==> config.mk <==
export PLATFORM = sky130hd
export DESIGN_NAME = kasumi_key_schedule_flat
export DESIGN_NICKNAME = d
export VERILOG_FILES = /design/src/rtl/kasumi_key_schedule_if.sv /design/src/rtl/kasumi_key_schedule.sv /design/src/flat_wrapper.sv
export SDC_FILE = /design/constraint.sdc
export NUM_CORES = 1
export LEC_CHECK = 0
export ABC_CLOCK_PERIOD_IN_PS = 1940
export BUFFER_PORTS_ARGS = -buffer_cell sky130_fd_sc_hd__clkbuf_2
export CAP_MARGIN = 20
export CORE_ASPECT_RATIO = 1.4
export CORE_MARGIN = 8
export CORE_UTILIZATION = 30
export CTS_CLUSTER_SIZE = 28
export DETAILED_ROUTE_END_ITERATION = 7
export PLACE_DENSITY = 0.57
export RECOVER_POWER = 50
export SLEW_MARGIN = 10
export SYNTH_ARGS = -nofsm -noshare
export SYNTH_HDL_FRONTEND = slang
export SYNTH_SLANG_ARGS = --single-unit
==> constraint.sdc <==
create_clock -name clk -period 1.94 [get_ports clk]
set_clock_uncertainty 0.1 [all_clocks]
set_input_delay 0.291 -clock clk [delete_from_list [all_inputs] [get_ports clk]]
set_output_delay 0.291 -clock clk [all_outputs]
set_load 0.02 [all_outputs]
==> src/rtl/kasumi_key_schedule_if.sv <==
// kasumi_key_schedule_if: key intake and round-subkey handshake bundle for the KASUMI key scheduler.
interface kasumi_key_schedule_if;
    logic         key_valid;
    logic         key_ready;
    logic [127:0] key;
    logic         sk_valid;
    logic         sk_ready;
    logic [2:0]   sk_round;
    logic [15:0]  kl1, kl2, ko1, ko2, ko3, ki1, ki2, ki3;
    logic         done;

    modport master (
        output key_valid, key, sk_ready,
        input  key_ready, sk_valid, sk_round, kl1, kl2, ko1, ko2, ko3, ki1, ki2, ki3, done
    );
    modport slave (
        input  key_valid, key, sk_ready,
        output key_ready, sk_valid, sk_round, kl1, kl2, ko1, ko2, ko3, ki1, ki2, ki3, done
    );
endinterface

==> src/rtl/kasumi_key_schedule.sv <==
// kasumi_key_schedule: emits ROUNDS KASUMI subkey sets per key from rotating K/K' word registers.
module kasumi_key_schedule #(
    parameter int             ROUNDS    = 8,
    parameter logic [127:0]   KEY_CONST = 128'h0123456789ABCDEFFEDCBA9876543210
) (
    input logic                  clk,
    input logic                  rst,
    kasumi_key_schedule_if.slave bus
);
    typedef enum logic {IDLE, RUN} state_t;

    state_t      state, state_next;
    logic [15:0] k [8];
    logic [15:0] kp [8];
    logic [15:0] src [8];
    logic [15:0] srcp [8];
    logic        accept, advance, last;

    function automatic logic [15:0] rol(input logic [15:0] w, input int n);
        return 16'({w, w} >> (16 - n));
    endfunction

    assign accept  = state == IDLE && bus.key_valid;
    assign advance = state == RUN && bus.sk_ready;
    assign last    = bus.sk_round == 3'(ROUNDS - 1);

    // src[0] is always K_i of the set about to be registered: fresh key in IDLE, rotated regs in RUN
    always_comb begin
        for (int j = 0; j < 8; j++) begin
            src[j]  = state == IDLE ? bus.key[127-16*j -: 16] : k[3'(j + 1)];
            srcp[j] = state == IDLE ? bus.key[127-16*j -: 16] ^ KEY_CONST[127-16*j -: 16] : kp[3'(j + 1)];
        end
    end

    always_comb begin
        state_next    = accept ? RUN : (advance && last) ? IDLE : state;
        bus.key_ready = state == IDLE;
        bus.sk_valid  = state == RUN;
    end

    always_ff @(posedge clk) begin
        if (rst) begin
            state        <= IDLE;
            bus.done     <= 1'b0;
            bus.sk_round <= '0;
            bus.kl1      <= '0;
            bus.kl2      <= '0;
            bus.ko1      <= '0;
            bus.ko2      <= '0;
            bus.ko3      <= '0;
            bus.ki1      <= '0;
            bus.ki2      <= '0;
            bus.ki3      <= '0;
            for (int j = 0; j < 8; j++) begin
                k[j]  <= '0;
                kp[j] <= '0;
            end
        end else begin
            state    <= state_next;
            bus.done <= advance && last;
            if (accept || (advance && !last)) begin
                k            <= src;
                kp           <= srcp;
                bus.sk_round <= accept ? 3'd0 : bus.sk_round + 3'd1;
                bus.kl1      <= rol(src[0], 1);
                bus.kl2      <= srcp[2];
                bus.ko1      <= rol(src[1], 5);
                bus.ko2      <= rol(src[5], 8);
                bus.ko3      <= rol(src[6], 13);
                bus.ki1      <= srcp[4];
                bus.ki2      <= srcp[3];
                bus.ki3      <= srcp[7];
            end
        end
    end
endmodule

==> src/flat_wrapper.sv <==
// flat-port wrapper written by rule: the top's interface ports become plain ports
module kasumi_key_schedule_flat 
#(
    parameter int             ROUNDS    = 8,
    parameter logic [127:0]   KEY_CONST = 128'h0123456789ABCDEFFEDCBA9876543210
)
  (clk, rst, bus_key_valid, bus_key, bus_sk_ready, bus_key_ready, bus_sk_valid, bus_sk_round, bus_kl1, bus_kl2, bus_ko1, bus_ko2, bus_ko3, bus_ki1, bus_ki2, bus_ki3, bus_done);
  kasumi_key_schedule_if bus_i ();
  input logic clk;
  input logic rst;
  input wire logic [$bits(bus_i.key_valid)-1:0] bus_key_valid;
  input wire logic [$bits(bus_i.key)-1:0] bus_key;
  input wire logic [$bits(bus_i.sk_ready)-1:0] bus_sk_ready;
  output wire logic [$bits(bus_i.key_ready)-1:0] bus_key_ready;
  output wire logic [$bits(bus_i.sk_valid)-1:0] bus_sk_valid;
  output wire logic [$bits(bus_i.sk_round)-1:0] bus_sk_round;
  output wire logic [$bits(bus_i.kl1)-1:0] bus_kl1;
  output wire logic [$bits(bus_i.kl2)-1:0] bus_kl2;
  output wire logic [$bits(bus_i.ko1)-1:0] bus_ko1;
  output wire logic [$bits(bus_i.ko2)-1:0] bus_ko2;
  output wire logic [$bits(bus_i.ko3)-1:0] bus_ko3;
  output wire logic [$bits(bus_i.ki1)-1:0] bus_ki1;
  output wire logic [$bits(bus_i.ki2)-1:0] bus_ki2;
  output wire logic [$bits(bus_i.ki3)-1:0] bus_ki3;
  output wire logic [$bits(bus_i.done)-1:0] bus_done;
  assign bus_i.key_valid = bus_key_valid;
  assign bus_i.key = bus_key;
  assign bus_i.sk_ready = bus_sk_ready;
  assign bus_key_ready = bus_i.key_ready;
  assign bus_sk_valid = bus_i.sk_valid;
  assign bus_sk_round = bus_i.sk_round;
  assign bus_kl1 = bus_i.kl1;
  assign bus_kl2 = bus_i.kl2;
  assign bus_ko1 = bus_i.ko1;
  assign bus_ko2 = bus_i.ko2;
  assign bus_ko3 = bus_i.ko3;
  assign bus_ki1 = bus_i.ki1;
  assign bus_ki2 = bus_i.ki2;
  assign bus_ki3 = bus_i.ki3;
  assign bus_done = bus_i.done;
  kasumi_key_schedule #(.ROUNDS(ROUNDS), .KEY_CONST(KEY_CONST)) u_core (.clk(clk), .rst(rst), .bus(bus_i));
endmodule
* Yosys cells after proc, flatten, opt, wreduce, memory -nomap -nowiden
Index checks and enable logic that the tools add are counted.
** Word-level totals
- Flip-flop bits (word level) :: 213
- Latch bits :: 0
- Bits in writable memories :: 0
- ROM bits :: 0
- Output and inout bits :: 134
- Memories kept :: 0
** Cells by class
- $add $sub $neg :: 1
- Multipliers :: 0
- Div/mod/pow operators :: 0
- $lt $le $gt $ge :: 0
- Eq/ne operators :: 1
- Shift operators :: 0
- Muxes and demuxes :: 15
- Bitwise gates (word level) :: 7
- Reduce and logical (&&, ||, !) cells :: 7
** Operators by type and width (count)
- 16-bit 2-to-1 mux :: 12
- 12-bit NOT :: 2
- 8-bit NOT :: 2
- 4-bit NOT :: 2
- 1-bit logical AND :: 4
- 3-bit by 1-bit adder with 3-bit output (second input constant) :: 1
- 3-bit equality test (second input constant) :: 1
- 3-bit 2-to-1 mux :: 1
- 1-bit 2-to-1 mux :: 2
- 2-bit nonzero test :: 1
- 1-bit logical NOT :: 1
- 1-bit logical OR :: 1
- 1-bit NOT :: 1

* Logic depth before layout (Yosys ltp)
- Word-level depth :: 4
- Gate-level depth with buffers :: 8

* Worst setup path before layout
Ideal clock, no wire load.
- Kind :: reg2reg
- Start point :: reg u_core.bus.sk_round[0]
- End point :: reg u_core.bus.ki3[14]
- Library setup time :: 142 ps
- Arrival :: 1659 ps
- Required time :: 1698 ps
- Slack :: 40 ps
- Stages on the path, launching flop included :: 9
- Buffers on the path :: 3
- Clock period less this slack :: 1900 ps
- Cell sequence :: dfxtp_1 ha_1 ha_1 nand3b_1 buf_2 nand2_2 buf_2 buf_4 a211oi_2
** On the way
- Cells in the longest elaborated chain, start to end :: 4
** Ends and longest elaborated chain
- start, declared :: line kasumi_key_schedule_if.sv:18 : output key_ready, sk_valid, sk_round, kl1, kl2, ko1, ko2, ko3, ki1, ki2, ki3, done
- start signal, assigned :: line kasumi_key_schedule.sv:64 : bus.sk_round <= accept ? 3'd0 : bus.sk_round + 3'd1;
- 3-bit equality test :: line kasumi_key_schedule.sv:25 : assign last = bus.sk_round == 3'(ROUNDS - 1);
- 1-bit logical NOT :: line kasumi_key_schedule.sv:61 : if (accept || (advance && !last)) begin
- 1-bit logical AND :: line kasumi_key_schedule.sv:61
- 1-bit logical OR :: line kasumi_key_schedule.sv:61
- end signal, assigned :: line kasumi_key_schedule.sv:72 : bus.ki3 <= srcp[7];
- end, declared :: line kasumi_key_schedule_if.sv:18
No other way between the ends.
A chain may end at the register's enable or synchronous reset.

* Final worst setup path
- Start point :: reg u_core.bus.sk_round[1]
- End point :: reg u_core.k[83] in the netlist's numbering
** On the way
- Cells in the longest elaborated chain, start to end :: 4
** Ends and longest elaborated chain
- 3-bit equality test :: line kasumi_key_schedule.sv:25
- 1-bit logical NOT :: line kasumi_key_schedule.sv:61
- 1-bit logical AND :: line kasumi_key_schedule.sv:61
- 1-bit logical OR :: line kasumi_key_schedule.sv:61
- end signal, assigned :: line kasumi_key_schedule.sv:62 : k <= src;
- end, declared :: line kasumi_key_schedule.sv:13 : logic [15:0] k [8];
No other way between the ends.

==> results <==
- The run finished with clean final reports.
- The detailed router finished its first iteration with 410 violations.
- The tree is rooted in a clkbuf_16.
- Summed over all layers, the routed wires come to 30.3 mm.
- The synthesized design contains 0 enable-type register cells.
- In the post-synthesis netlist, the biggest area contributors are dfxtp_1, mux2i_1, buf_4.
- The power dissipated by switching net loads is 3.05 mW.
- The floorplan has 70 rows.
- Of the synthesized area, sequential elements account for 0.455.
- At the worst endpoint, the arrival time is roughly 2.1 ns.
- The placed instance area is 9210 um^2.
- Entering global routing, the biggest net connects 119 pins.
- After clock tree synthesis, the clock-pin slew on the worst setup and hold paths is roughly 0.07 ns.
- The via count normalized by instance count is 5.25.
- The tree built by TritonCTS fans out to about 180 sinks.
- The share of total power dissipated in the clock network is 0.363.
- The required arrival time at the worst endpoint is 2.18 ns.
- The total clock buffers created by CTS is 17.
- The commonest cells after synthesis are dfxtp_1, nor3_1, a21oi_1.
- The post-synthesis instance area is roughly 8000 um^2.
- The detailed-route DRC error count is 0.
- The worst-case IR drop observed on VDD is 0.000663 V.
- The reported max-cap violation count is 0.
- For this run, the top clock speed supported by timing is approximately 530 MHz.
- In this run the standard cell core region covers ~26000 um^2.
- In this run the static leakage power is between 3 and 4 nW.
- The number of buffers added on ports is 265.
- The largest fanout on the critical path is 15.
- The worst setup path is of the reg -> reg kind.
- TritonCTS built the clock tree.
- The kind of end point of the critical path is a flop.
- The x dimension of the die is 154 um.
- The maximum buffer depth of the clock tree is 2.
- The first global-routing pass estimated 44.2 mm of wire.
- The sequential group share of total power is 0.429.
- The total of warnings raised by yosys is 0.
- For the pin with the worst max-slew slack, the measured transition is around 0.70 ns.
- The clock latency on the worst-skew pair is 0.44 ns.
- At the end of the flow, the number of nets in the layout was 1246.
- The count of final hold-check violations is 0.
- The power per cell area is 948 nW/um^2.
- dfxtp_1 takes more of the synthesized area than any other cell.
- Summed over all layers, the global routing overflow is 0.
- The share of total power dissipated in combinational logic is 0.207.
- The H-tree was split into 4 levels.
- Dividing the detail-routed wire length by the instance count gives 20.9 um.
- The initial utilization of the core area, before any placement, comes to 0.305.
- The cell area after layout is 10600 um^2.
- The portion of synthesized cell area occupied by the leading cell type is 0.455.
- The via count is 7617.
- The fraction of power spent switching nets is 0.305.
- The filler cells instantiated in the layout total 2658.
- The area enclosed by the die boundary is 32100 um^2.
- The count of state elements after synthesis is 181.
- The final max-slew violation count is 0.
- Synthesis instantiated 30 different standard cells from the library.
- Of the cells placed in the final design, the portion with a size suffix greater than 1 is 0.195.
- The signed area change from the synthesized netlist to the final layout is 32.6%.
- The number of antenna-violating nets in the routed design is 0.
- The number of instances in the synthesized netlist is 882.
- The die height is 209 um.
- The initial antenna violation count is 2.
- The fraction of registers with async set or reset after synthesis is 0.
- The number of global-route vias before repair is 7422.
- At the end of routability-driven placement, the weighted congestion stood at 0.754.
- Setup violations remaining at the end of the flow were counted as 0.
- In the global route stage, overall resource usage came out at 0.173.
- The pre-antenna-repair detailed-routing pass consisted of 5 iterations.
- dfxtp_1 is the most common cell in the netlist.
- In the finished design, the share of the clock period the worst path needs comes to 0.978.
- Counting I/O delays and the setup requirement, the final critical path takes about 1.9 ns.
- During I/O placement, the number of pins put on the boundary was between 200 and 300.
- The cell-internal power is around 7 mW.
- Synthesis produced a netlist with a net count of 1016.
- After legalization and detailed placement, the total HPWL measured 19.4 mm.
- The most used flip-flop cell after synthesis is dfxtp_1.
- Headroom to the max-slew limit came out at 0.530.
- A synthesized cell averages 9.03 um^2.
- The worst hold-check path type is in -> reg.
- At the end of the flow the core is filled with cells to 0.405.
- The worst setup path is launched from a flop.
[metal layers]
metal,vias to the layer above,wire length [um],global-route usage
li1,3671,-,-
met1,3652,12700,0.206
met2,273,15100,0.291
met3,19,2200,0.0572
met4,2,286,0.0505
met5,-,13,0
[area by class of cell]
cell class,count,area [um^2],area share
flip-flops and latches,181,3630,0.343
multi-input cells,546,3530,0.335
repair buffers,364,2380,0.225
clock buffers,21,460,0.0436
well taps,324,405,0.0384
clock inverters,11,149,0.0141
inverters,2,7.51,0.000711
diodes,1,2.50,0.000237
[sequential cells by signal (all words and copies together), names as in the netlist]
register	flops
u_core.kp	32
u_core.bus.done	1
u_core.k	43
u_core.bus.ko3	16
u_core.bus.kl1	12
u_core.bus.kl2	12
u_core.bus.ki3	16
u_core.bus.sk_valid	1
u_core.bus.ko2	16
u_core.bus.ki1	16
u_core.bus.ko1	1
u_core.bus.ki2	12
u_core.bus.sk_round	3
[critical path: stages (launching register included)]
cell and delay, ns:
dfxtp_1 0.33, ha_4 0.17, ha_4 0.16, and3b_4 0.41
buf_6 0.17, buf_16 0.16, nor3_1 0.05, a311oi_1 0.25
[repair_timing]
| item | in CTS | in global routing |
|---|---|---|
| gates resized for setup | 0 | 13 |
| cloned | 0 | 11 |
| setup buffers | 0 | 2 |
| endpoints found under the setup margin | 2 | 162 |
| endpoints found under the hold margin | 63 | 0 |
| hold buffers | 62 | 0 |
| pin swaps | 0 | 19 |
[power groups by stage]
stage	Combinational [mW]	Sequential [mW]	Clock (mW)
CTS	2.07	4.30	3.72
floorplan	1.23	4.47	0
global route	2.25	4.34	3.88
finish	2.08	4.30	3.64
detailed placement	1.96	4.38	0
global placement	1.95	4.37	0
[through the flow]
step	hold WS [ns]	instances	setup slack (ns)	setup TNS [ns]	power, mW
floorplan	0.291	882	0.0398	0	5.70
global placement	0.348	1342	0.0258	0	6.32
detailed placement	0.358	1342	-0.00120	-0.00120	6.35
CTS	0.000740	1436	-0.0153	-0.0192	10.1
global route	0.0454	1450	-0.00201	-0.00467	10.5
finish	0.0283	1450	0.0423	0	10.0
[placed cells by master, fill, tap and decap left out, types with 10 or more instances in the layout]
cell / instances
dfxtp_1: 179
clkbuf_1: 134
clkbuf_2: 132
nor3_1: 91
a21oi_1: 77
nand3_1: 72
dlygate4sd3_1: 62
mux2i_1: 58
a211oi_1: 58
o21ai_0: 52
clkbuf_16: 23
nand2_1: 21
nand2b_1: 20
a311oi_1: 20
o221ai_1: 20
nand4_1: 16
o31ai_1: 16
a211oi_2: 10
buf_6: 10
buf_12: 10
[kinds of logic (layout without fill, tap and decap cells)]
kind of cell / Yosys count / count (layout) / share of synthesized area
DFF: 181 / 181 / 0.455
and+or+nand+nor: 232 / 232 / 0.149
other: 0 / 1 / 0
xor gates and xnor gates: 1 / 1 / 0.00110
muxes: 58 / 58 / 0.0729
buffers and inverters: 155 / 398 / 0.109
AOI/OAI and AO/OA: 253 / 253 / 0.210
adders and majority gates: 2 / 2 / 0.00314
[worst paths after layout]
kind	startpoint	to	slack [ns]	cells after the start
setup / recovery	u_core.bus.sk_round[1]	u_core.k[83]	0.04	7
hold / removal	bus_key[23]	u_core.bus.ko3[4]	0.03	3
setup reg to reg	u_core.bus.sk_round[1]	u_core.k[83]	0.04	7
hold reg to reg	u_core.k[71]	u_core.k[71]	0.36	2
No activity file was read; power rests on OpenSTA's default activity.
